--- config.mk ---
export PLATFORM = sky130hd
export DESIGN_NAME = mode_button_ctrl_flat
export DESIGN_NICKNAME = d
export VERILOG_FILES = /design/src/rtl/led_anim_pkg.sv /design/src/rtl/mode_button_ctrl_if.sv /design/src/rtl/btn_debounce.sv /design/src/rtl/mode_button_ctrl.sv /design/src/flat_wrapper.sv
export SDC_FILE = /design/constraint.sdc
export NUM_CORES = 1
export LEC_CHECK = 0
export CORE_MARGIN = 4
export CORE_UTILIZATION = 51
export CTS_CLUSTER_SIZE = 10
export DETAILED_ROUTE_END_ITERATION = 10
export GPL_TIMING_DRIVEN = 0
export PLACE_DENSITY = 0.79
export SYNTH_ARGS = -nofsm -noshare
export SYNTH_HDL_FRONTEND = slang
export SYNTH_SLANG_ARGS = --single-unit
--- constraint.sdc ---
create_clock -name clk -period 1.7 [get_ports clk]
set_clock_uncertainty 0.2 [all_clocks]
set_input_delay 0.34 -clock clk [delete_from_list [all_inputs] [get_ports clk]]
set_output_delay 0.34 -clock clk [all_outputs]
set_load 0.01 [all_outputs]
--- src/rtl/led_anim_pkg.sv ---
// Shared definitions for the LED animation block: mode encodings, the
// button classifier state enum and the short-press mode step.
package led_anim_pkg;

   localparam int unsigned MODE_W = 2;

   localparam logic [MODE_W-1:0] MODE_SHIFT  = 2'd0;
   localparam logic [MODE_W-1:0] MODE_FILL   = 2'd1;
   localparam logic [MODE_W-1:0] MODE_BREATH = 2'd2;
   localparam logic [MODE_W-1:0] MODE_OFF    = 2'd3;

   typedef enum logic [1:0] {
      ST_IDLE      = 2'd0,
      ST_HELD      = 2'd1,
      ST_LONG_HELD = 2'd2
   } btn_state_e;

   // Mode reached by a short press: OFF restarts at 0, last mode wraps to 0.
   function automatic logic [MODE_W-1:0] next_short_mode(
      input logic [MODE_W-1:0] cur,
      input int unsigned       num_modes
   );
      if (cur == MODE_OFF || cur == MODE_W'(num_modes - 1)) begin
         return MODE_SHIFT;
      end
      return cur + MODE_W'(1);
   endfunction

endpackage

--- src/rtl/mode_button_ctrl_if.sv ---
// Button/mode bundle between the LED top (master) and mode_button_ctrl (slave).
//   btn_n        : raw active-low button
//   mode         : current animation mode
//   mode_changed : one-cycle pulse on every mode update
//   long_press   : one-cycle pulse when a long press is recognised
//   btn_db       : debounced button level, 1 = pressed
interface mode_button_ctrl_if;
   import led_anim_pkg::*;

   logic              btn_n;
   logic [MODE_W-1:0] mode;
   logic              mode_changed;
   logic              long_press;
   logic              btn_db;

   modport master (
      output btn_n,
      input  mode, mode_changed, long_press, btn_db
   );

   modport slave (
      input  btn_n,
      output mode, mode_changed, long_press, btn_db
   );
endinterface

--- src/rtl/btn_debounce.sv ---
// Two-flop synchroniser plus stable-level debouncer for one active-low button.
//   clk, rst : clock, asynchronous active-high reset
//   btn_n    : raw button, asynchronous to clk, may bounce
//   btn_db   : debounced level, 1 = pressed
module btn_debounce #(
   parameter int unsigned DEBOUNCE_CYC = 20,
   parameter int unsigned CNT_W        = 8
) (
   input  logic clk,
   input  logic rst,
   input  logic btn_n,
   output logic btn_db
);

   localparam logic [CNT_W-1:0] DB_LAST = CNT_W'(DEBOUNCE_CYC - 1);

   logic [1:0]       sync_q;
   logic [CNT_W-1:0] db_cnt_q;
   logic             btn_s_c;

   // Synchroniser resets to "released" so a held button reads as a new press.
   always_ff @(posedge clk or posedge rst) begin
      if (rst) begin
         sync_q <= 2'b11;
      end else begin
         sync_q <= {sync_q[0], btn_n};
      end
   end

   assign btn_s_c = ~sync_q[1];

   // Accept a new level only after DEBOUNCE_CYC consecutive differing samples.
   always_ff @(posedge clk or posedge rst) begin
      if (rst) begin
         db_cnt_q <= '0;
         btn_db   <= 1'b0;
      end else if (btn_s_c == btn_db) begin
         db_cnt_q <= '0;
      end else if (db_cnt_q == DB_LAST) begin
         db_cnt_q <= '0;
         btn_db   <= btn_s_c;
      end else begin
         db_cnt_q <= db_cnt_q + CNT_W'(1);
      end
   end

endmodule

--- src/rtl/mode_button_ctrl.sv ---
// Classifies debounced button presses into short/long and maintains the
// 2-bit animation mode for the LED top.
//   clk, rst : clock, asynchronous active-high reset
//   bus      : slave side of mode_button_ctrl_if (btn_n in; mode,
//              mode_changed, long_press, btn_db out)
module mode_button_ctrl
   import led_anim_pkg::*;
#(
   parameter int unsigned DEBOUNCE_CYC = 20,
   parameter int unsigned LONG_CYC     = 200,
   parameter int unsigned NUM_MODES    = 3,
   parameter int unsigned CNT_W        = 8
) (
   input  logic               clk,
   input  logic               rst,
   mode_button_ctrl_if.slave  bus
);

   localparam logic [CNT_W-1:0] HOLD_LAST = CNT_W'(LONG_CYC - 1);

   btn_state_e        state_q, state_d;
   logic [CNT_W-1:0]  hold_cnt_q, hold_cnt_d;
   logic [MODE_W-1:0] mode_d;
   logic              mode_changed_d;
   logic              long_press_d;
   logic              long_hit_c;
   logic              short_hit_c;

   btn_debounce #(
      .DEBOUNCE_CYC (DEBOUNCE_CYC),
      .CNT_W        (CNT_W)
   ) u_debounce (
      .clk    (clk),
      .rst    (rst),
      .btn_n  (bus.btn_n),
      .btn_db (bus.btn_db)
   );

   // Long press wins when release coincides with the last hold cycle.
   assign long_hit_c  = (state_q == ST_HELD) && bus.btn_db && (hold_cnt_q == HOLD_LAST);
   assign short_hit_c = (state_q == ST_HELD) && !bus.btn_db;

   // State register
   always_ff @(posedge clk or posedge rst) begin
      if (rst) begin
         state_q    <= ST_IDLE;
         hold_cnt_q <= '0;
      end else begin
         state_q    <= state_d;
         hold_cnt_q <= hold_cnt_d;
      end
   end

   // Next-state logic
   always_comb begin
      state_d    = state_q;
      hold_cnt_d = hold_cnt_q;
      case (state_q)
         ST_IDLE: begin
            if (bus.btn_db) begin
               state_d    = ST_HELD;
               hold_cnt_d = '0;
            end
         end
         ST_HELD: begin
            if (hold_cnt_q != '1) begin
               hold_cnt_d = hold_cnt_q + CNT_W'(1);
            end
            if (long_hit_c) begin
               state_d = ST_LONG_HELD;
            end else if (short_hit_c) begin
               state_d = ST_IDLE;
            end
         end
         ST_LONG_HELD: begin
            if (!bus.btn_db) begin
               state_d = ST_IDLE;
            end
         end
         default: state_d = ST_IDLE;
      endcase
   end

   // Output logic: next mode and pulses, registered below
   always_comb begin
      mode_d         = bus.mode;
      mode_changed_d = 1'b0;
      long_press_d   = 1'b0;
      if (long_hit_c) begin
         mode_d         = MODE_OFF;
         mode_changed_d = 1'b1;
         long_press_d   = 1'b1;
      end else if (short_hit_c) begin
         mode_d         = next_short_mode(bus.mode, NUM_MODES);
         mode_changed_d = 1'b1;
      end
   end

   // Output registers
   always_ff @(posedge clk or posedge rst) begin
      if (rst) begin
         bus.mode         <= MODE_SHIFT;
         bus.mode_changed <= 1'b0;
         bus.long_press   <= 1'b0;
      end else begin
         bus.mode         <= mode_d;
         bus.mode_changed <= mode_changed_d;
         bus.long_press   <= long_press_d;
      end
   end

endmodule

--- src/flat_wrapper.sv ---
// flat-port wrapper written by rule: the top's interface ports become plain ports
module mode_button_ctrl_flat import led_anim_pkg::*;
#(
   parameter int unsigned DEBOUNCE_CYC = 20,
   parameter int unsigned LONG_CYC     = 200,
   parameter int unsigned NUM_MODES    = 3,
   parameter int unsigned CNT_W        = 8
)
  (clk, rst, bus_btn_n, bus_mode, bus_mode_changed, bus_long_press, bus_btn_db);
  mode_button_ctrl_if bus_i ();
  input  logic clk;
  input  logic rst;
  input wire logic [$bits(bus_i.btn_n)-1:0] bus_btn_n;
  output wire logic [$bits(bus_i.mode)-1:0] bus_mode;
  output wire logic [$bits(bus_i.mode_changed)-1:0] bus_mode_changed;
  output wire logic [$bits(bus_i.long_press)-1:0] bus_long_press;
  output wire logic [$bits(bus_i.btn_db)-1:0] bus_btn_db;
  assign bus_i.btn_n = bus_btn_n;
  assign bus_mode = bus_i.mode;
  assign bus_mode_changed = bus_i.mode_changed;
  assign bus_long_press = bus_i.long_press;
  assign bus_btn_db = bus_i.btn_db;
  mode_button_ctrl #(.DEBOUNCE_CYC(DEBOUNCE_CYC), .LONG_CYC(LONG_CYC), .NUM_MODES(NUM_MODES), .CNT_W(CNT_W)) u_core (.clk(clk), .rst(rst), .bus(bus_i));
endmodule
==> results.py, run 1 <==
metrics = {
    "setup_path": {
        "reg2reg_setup_slack_ns": 0.03,
        "reg2reg_to": "u_core.bus.mode[1]$_DFFE_PP0P_",
        "required_ns": 1.77,
        "worst_path_largest_cell_delay_ns": 0.42,
        "worstPathCellList": "buf_6 -> or3b_4 -> or3b_1 -> nand3_1",
        "crit_type": "reg -> reg",
        "worstPathArrival_ns": 1.74,
        "worst_path_max_delay_cell": "dfrtp_1",
        "rr_worst_depth": 4,
        "crit_path_end_kind": "register",
        "path_delay_family": "simple AND/OR/NAND/NOR gates",
        "cp-start-kind": "register",
        "worst-path-buf-inv": 1,
        "worstReg2RegStart": "u_core.u_debounce.btn_db$_DFFE_PP0P_",
        "critical_path.max_fanout": 6,
    },
    "layout": {
        "final_area_sq_um": 1483,
        "drive_gt1_share_pct": 19.86,
        "n_antenna_cell": 0,
        "nets": 147,
        "area_growth_pct": 19.58,
    },
    "placement": {
        "hpwlAfterDp_um": 1673,
        "post_dp_cell_area_sq_um": 1376,
        "pre_cts_ws_ns": -0.1043,
        "port_buffers": 7,
        "place_congestion": 0.7979,
    },
    "sta": {
        "setup_viol": 0,
        "worst-slew-pin-transition_ns": 0.9344,
        "hold_viol": 0,
        "fin_ws_ns": 0.03482,
        "fin_crit_ns": 1.665,
        "rsz0062_at_grt": "true",
        "slew-limit-headroom_pct": 37.64,
        "maxSlewViolCount": 0,
        "fin_crit_sh_pct": 97.95,
        "clock.fmax_mhz": 600.5,
    },
    "min_path": {
        "holdPathEnd": "u_core.u_debounce.sync_q[1]$_DFF_PP1_",
        "worstHoldPathType": "reg -> reg",
        "worstHoldPathCells": 0,
        "min_from": "u_core.u_debounce.sync_q[0]$_DFF_PP1_",
    },
    "run": {
        "drv_cap": 0,
    },
    "pwr": {
        "ir_worst_vdd_mv": 0.5139,
        "cellLeakagePower_nw": 0.6855,
        "power_density_nw_per_um2": 622.0,
    },
    "die": {
        "ioPinCount": 8,
        "rows": 17,
        "start_util_pct": 54.99,
        "fp.dieH_um": 57.31,
        "coreArea_sq_um": 2255,
        "die-area_sq_um": 3284,
        "die_w_um": 57.31,
    },
    "drt": {
        "antenna_left": 0,
        "wl_per_cell_um": 15.24,
        "vias_per_cell": 5.941,
        "drc": 0,
        "first_pass_iters": 4,
        "wl_um": 2576,
        "drt_iter0_drc": 28,
        "vias": 1004,
    },
    "cts": {
        "root_buffer": "clkbuf_4",
        "cts_tree": "yes",
        "clkLatencyLatePin_ns": 0.32,
        "cts_htree_levels": 1,
        "clk_path_buf_depth": 2,
        "numCtsBuffers": 3,
        "clkTransAtPathRegs_ns": 0.14,
        "cts_sinks": 25,
    },
    "logic_synthesis": {
        "ys_seq_area_share_pct": 50.66,
        "synth.avg_cell_area_sq_um": 10.08,
        "synthFlopType": "dfrtp_1",
        "synth_common_cells": "dfrtp_1, nand2_1, inv_1",
        "syn_nets": 128,
        "synth_seq_cells": 25,
        "yosys.area.top_type": "dfrtp_1",
        "synthCells": 123,
        "synthesis.area_sq_um": 1240,
        "synth.area.top_cells": "dfrtp_1, mux2i_1, dfstp_2, nand3_1, nand2_1",
        "synth_cell_types": 39,
        "ys_warn_count": 0,
        "synth-edff-count": 0,
        "async_flop_share_pct": 100.0,
        "synth.top_cell.area_share_pct": 46.42,
        "yosysMostFrequentCell": "dfrtp_1",
    },
    "global_routing": {
        "first_global_vias": 1003,
        "grt_pass1_wl_um": 4367,
        "grt-busiest-layer": "met2",
        "grt_use_met2_pct": 27.73,
        "antenna_found_initial": 0,
        "grt_start_max_net_pins": 26,
        "grt_util_met3_pct": 2.262,
        "grt_usage_pct": 17.27,
        "grt_util_met1_pct": 21.33,
        "gr-total-overflow": 0,
    },
    "run_status": {
        "outcome": "finished, final reports clean",
    },
}
cells in the final DEF (no fill, tap or decap), types with 4 or more instances in the layout:
cell type	count
a21oi_1	4
buf_4	8
dfrtp_1	23
dlygate4sd2_1	5
inv_1	10
mux2i_1	6
nand2_1	12
nand3_1	9
nor2_1	5
o21ai_0	4
or3_1	4
worst max path at each step:
| stage | startpoint | to | slack, ns | cells past startpoint |
|---|---|---|---|---|
| 6_report | u_core.u_debounce.btn_db$_DFFE_PP0P_ | u_core.bus.mode[1]$_DFFE_PP0P_ | 0.03 | 4 |
| 5_1_grt | u_core.hold_cnt_q[0]$_DFFE_PP0P_ | u_core.bus.mode[1]$_DFFE_PP0P_ | -0.02 | 5 |
| 4_1_cts | u_core.hold_cnt_q[0]$_DFFE_PP0P_ | u_core.hold_cnt_q[3]$_DFFE_PP0P_ | 0.01 | 5 |
| 3_5_place_dp | u_core.hold_cnt_q[0]$_DFFE_PP0P_ | u_core.state_q[0]$_DFFE_PP0P_ | -0.10 | 5 |
| 3_3_place_gp | u_core.hold_cnt_q[0]$_DFFE_PP0P_ | u_core.state_q[0]$_DFFE_PP0P_ | -0.07 | 5 |
| 2_1_floorplan | u_core.hold_cnt_q[0]$_DFFE_PP0P_ | u_core.hold_cnt_q[5]$_DFFE_PP0P_ | 0.04 | 5 |
logic make-up after synthesis:
family	after synthesis	synth area share [%]
and+or+nand+nor	50	22.40
DFF	25	50.66
AOI/OAI and AO/OA	21	11.71
buffers and inverters	15	5.550
muxes	6	4.844
xor gates and xnor gates	4	2.826
adders and majority gates	2	2.018
sequential cells by signal, summed over array words and instances, names as in the netlist:
| signal | flops |
|---|---|
| u_core.bus.long_press | 1 |
| u_core.bus.mode | 2 |
| u_core.bus.mode_changed | 1 |
| u_core.hold_cnt_q | 8 |
| u_core.state_q | 2 |
| u_core.u_debounce.btn_db | 1 |
| u_core.u_debounce.db_cnt_q | 8 |
| u_core.u_debounce.sync_q | 2 |
metrics by stage:
stage / TNS, ns / hold slack [ns] / power (mW) / utilization [%] / std cells
final: 0 / 0.1657 / 0.9223 / 65.76 / 169
after global placement: -0.09128 / 0.1472 / 0.6586 / 61.04 / 158
after global routing: -0.04274 / 0.1715 / 0.9656 / 65.76 / 169
after detailed placement: -0.7462 / 0.1469 / 0.6614 / 61.04 / 158
after floorplan: 0 / 0.1445 / 0.6473 / - / 123
after CTS: 0 / 0.1664 / 0.9310 / 64.04 / 167
routing by layer:
metal	wire length [um]	vias to the layer above
li1	-	470
met1	1153	501
met2	1255	27
met3	98	6
met4	68	0
met5	0	-
repair_timing:
| action | CTS | global route |
|---|---|---|
| cloned | 0 | 0 |
| pin swaps | 3 | 4 |
| endpoints found under the setup margin | 14 | 18 |
| hold buffers | 0 | 0 |
| buffers inserted | 5 | 4 |
| gates resized for setup | 7 | 6 |
area by class of cell:
class                           instances  area, sq um
Clock buffer                            3        22.52
Multi-Input combinational cell         83        599.3
Sequential cell                        25        628.1
Clock inverter                          1        5.005
Timing Repair Buffer                   16        128.9
Tap cell                               28        35.03
Inverter                               10        37.54
Fill cell                             187        772.0
Buffer                                  3        26.28
power by group:
part           switching [mW]  total, mW  internal, mW
Combinational          0.0228     0.0357        0.0128
Clock                   0.184      0.272        0.0883
Sequential            0.00980      0.615         0.605
Total                   0.216      0.922         0.706
worst reg2reg max path, delay by kind of cell (launching register included):
family | cells | cell delay (ns)
buffers and inverters | 1 | 0.14
flip-flops | 1 | 0.42
AND/OR/NAND/NOR | 3 | 0.86
No activity file was read; power rests on OpenSTA's default activity.
==> run 2, diff against run 1 <==
--- a/config.mk
+++ b/config.mk
@@ -5,12 +5,13 @@
 export SDC_FILE = /design/constraint.sdc
 export NUM_CORES = 1
 export LEC_CHECK = 0
+export CAP_MARGIN = 10
 export CORE_MARGIN = 4
-export CORE_UTILIZATION = 51
+export CORE_UTILIZATION = 23
 export CTS_CLUSTER_SIZE = 10
 export DETAILED_ROUTE_END_ITERATION = 10
 export GPL_TIMING_DRIVEN = 0
-export PLACE_DENSITY = 0.79
+export PLACE_DENSITY = 0.45
 export SYNTH_ARGS = -nofsm -noshare
 export SYNTH_HDL_FRONTEND = slang
 export SYNTH_SLANG_ARGS = --single-unit
==> run 2 against run 1 <==
Compared with the run above:
- first-iteration DRC count decreased by 3.6%
- total power grew 10%
- sequential share of layout area fell by 1.3 points
- sequential power about the same
- design area is 3.3% higher
- sequential cell count unchanged
- fmax up 0.65%
- via count down 5.1%
- register-to-register slack about the same
==> results.py, run 2 (synthesis gave the netlist of run 1 again) <==
metrics = {
    "setup_path": {
        "cp-start-kind": "register",
        "crit_type": "reg -> reg",
        "worstPathArrival_ns": 1.67,
        "required_ns": 1.72,
        "crit_path_end_kind": "register",
        "critical_path.max_fanout": 9,
        "reg2reg_setup_slack_ns": 0.05,
        "rr_worst_depth": 4,
        "path_delay_family": "simple AND/OR/NAND/NOR gates",
        "reg2reg_to": "u_core.bus.mode[1]$_DFFE_PP0P_",
        "worstPathCellList": "buf_4 -> or3b_4 -> or3b_1 -> nand3_1",
        "worst_path_max_delay_cell": "or3b_4",
        "worst-path-buf-inv": 1,
        "worstReg2RegStart": "u_core.u_debounce.btn_db$_DFFE_PP0P_",
        "worst_path_largest_cell_delay_ns": 0.40,
    },
    "die": {
        "coreArea_sq_um": 5172,
        "start_util_pct": 23.97,
        "die_w_um": 81.43,
        "rows": 26,
        "ioPinCount": 8,
        "fp.dieH_um": 81.43,
        "die-area_sq_um": 6630,
    },
    "pwr": {
        "power_density_nw_per_um2": 664.6,
        "swShare_pct": 23.00,
        "seqPwrFrac_pct": 60.3,
        "netSwitchingPower_mw": 0.2341,
        "p_clk_share_pct": 36.2,
        "comb_power_share_pct": 3.5,
        "ir_worst_vdd_mv": 0.3040,
        "internal-power_mw": 0.7837,
        "cellLeakagePower_nw": 0.7038,
    },
    "cts": {
        "root_buffer": "clkbuf_8",
        "cts_htree_levels": 1,
        "cts_sinks": 25,
        "cts_tree": "yes",
        "clk_path_buf_depth": 2,
        "clkLatencyLatePin_ns": 0.27,
        "numCtsBuffers": 3,
        "clkTransAtPathRegs_ns": 0.10,
    },
    "placement": {
        "place_congestion": 0.7627,
        "dp_cells": 200,
        "pre_cts_ws_ns": -0.09122,
        "hpwlAfterDp_um": 1777,
        "port_buffers": 7,
    },
    "layout": {
        "final_cell_mix": "dfrtp_1, nand2_1, inv_1, nand3_1, buf_4",
        "drive_gt1_share_pct": 17.39,
        "nets": 144,
        "final_common_cell": "dfrtp_1",
        "area_growth_pct": 23.51,
        "reg_top3": "u_core.hold_cnt_q x8, u_core.u_debounce.db_cnt_q x8",
        "n_antenna_cell": 0,
        "fin_cells": 208,
    },
    "drt": {
        "antenna_left": 0,
        "drt_iter0_drc": 27,
        "vias_per_cell": 4.582,
        "wl_um": 2538,
        "vias": 953,
        "first_pass_iters": 4,
        "wl_per_cell_um": 12.20,
        "drc": 0,
    },
    "min_path": {
        "worstHoldPathType": "reg -> reg",
        "worstHoldPathCells": 0,
        "min_from": "u_core.u_debounce.sync_q[0]$_DFF_PP1_",
        "holdPathEnd": "u_core.u_debounce.sync_q[1]$_DFF_PP1_",
    },
    "sta": {
        "rsz0062_at_grt": "false",
        "fin_crit_ns": 1.654,
        "clock.fmax_mhz": 604.5,
        "fin_crit_sh_pct": 97.31,
        "worst-slew-pin-transition_ns": 0.9400,
        "setup_viol": 0,
        "slew-limit-headroom_pct": 37.27,
        "maxSlewViolCount": 0,
        "fin_ws_ns": 0.04565,
        "hold_viol": 0,
    },
    "global_routing": {
        "grt_usage_pct": 8.591,
        "gr-total-overflow": 0,
        "grt_use_met2_pct": 13.76,
        "antenna_found_initial": 0,
        "grt_util_met3_pct": 1.316,
        "grt_start_max_net_pins": 26,
        "grt_util_met1_pct": 10.69,
        "grt-busiest-layer": "met2",
        "grt_pass1_wl_um": 4429,
        "first_global_vias": 956,
    },
    "run_status": {
        "outcome": "finished, final reports clean",
    },
    "run": {
        "drv_cap": 0,
    },
}
-- run 2: cell count changes in the layout (fill, tap and decap cells not counted), sizes merged --
cell | previous run | this run
buf | 10 | 8
clkinvlp | 0 | 1
clkinv | 1 | 0
dlygate4sd2 | 5 | 3
clkbuf | 5 | 4
dlymetal6s2s | 0 | 2
-- run 2: area by class of cell --
cell class              count  area [sq um]
clock buffers               3         41.29
clock inverters             1         7.507
repair buffers             13         116.4
fillers                   533          3641
multi-input cells          83         590.6
well taps                  70         87.58
plain buffers               3         22.52
inverters                  10         37.54
flip-flops and latches     25         628.1
-- run 2: power groups by stage --
stage               clock network, mW  logic [mW]  registers [mW]
global route                    0.412      0.0426           0.615
finish                          0.369      0.0354           0.614
floorplan                           0      0.0245           0.623
detailed placement                  0      0.0364           0.625
global placement                    0      0.0361           0.625
CTS                             0.390      0.0366           0.614
-- run 2: layer usage --
layer / vias to the layer above / share of wire, %
li1: 464 / -
met1: 465 / 47
met2: 17 / 47
met3: 7 / 3.2
met4: 0 / 3.2
met5: - / 0
-- run 2: worst max-delay path by stage --
stage                                    startpoint                          endpoint  slack [ns]  depth (start not counted)
2_1_floorplan      u_core.hold_cnt_q[0]$_DFFE_PP0P_  u_core.hold_cnt_q[5]$_DFFE_PP0P_        0.04                          5
3_3_place_gp       u_core.hold_cnt_q[0]$_DFFE_PP0P_     u_core.state_q[0]$_DFFE_PP0P_       -0.07                          5
3_5_place_dp       u_core.hold_cnt_q[0]$_DFFE_PP0P_     u_core.state_q[0]$_DFFE_PP0P_       -0.09                          5
4_1_cts             u_core.bus.long_press$_DFF_PP0_                    bus_long_press     0.00008                          1
5_1_grt        u_core.u_debounce.btn_db$_DFFE_PP0P_    u_core.bus.mode[1]$_DFFE_PP0P_       0.002                          4
6_report       u_core.u_debounce.btn_db$_DFFE_PP0P_    u_core.bus.mode[1]$_DFFE_PP0P_        0.05                          4
-- run 2: through the flow --
stage / hold WS (ns) / utilization (%) / cell area (sq um) / power [mW] / TNS [ns]
6_report: 0.1598 / 29.61 / 1531 / 1.018 / 0
3_5_place_dp: 0.1473 / 27.62 / 1429 / 0.6616 / -1.848
5_1_grt: 0.1643 / 29.61 / 1531 / 1.070 / 0
3_3_place_gp: 0.1478 / 27.62 / 1429 / 0.6609 / -1.452
2_1_floorplan: 0.1445 / - / 1271 / 0.6473 / 0
4_1_cts: 0.1609 / 29.15 / 1508 / 1.040 / 0
-- run 2: what timing repair did --
action	in CTS	in global routing
resized for setup	4	6
pin swaps	3	1
setup buffers	4	2
setup endpoints to repair	12	13
hold buffers	0	0
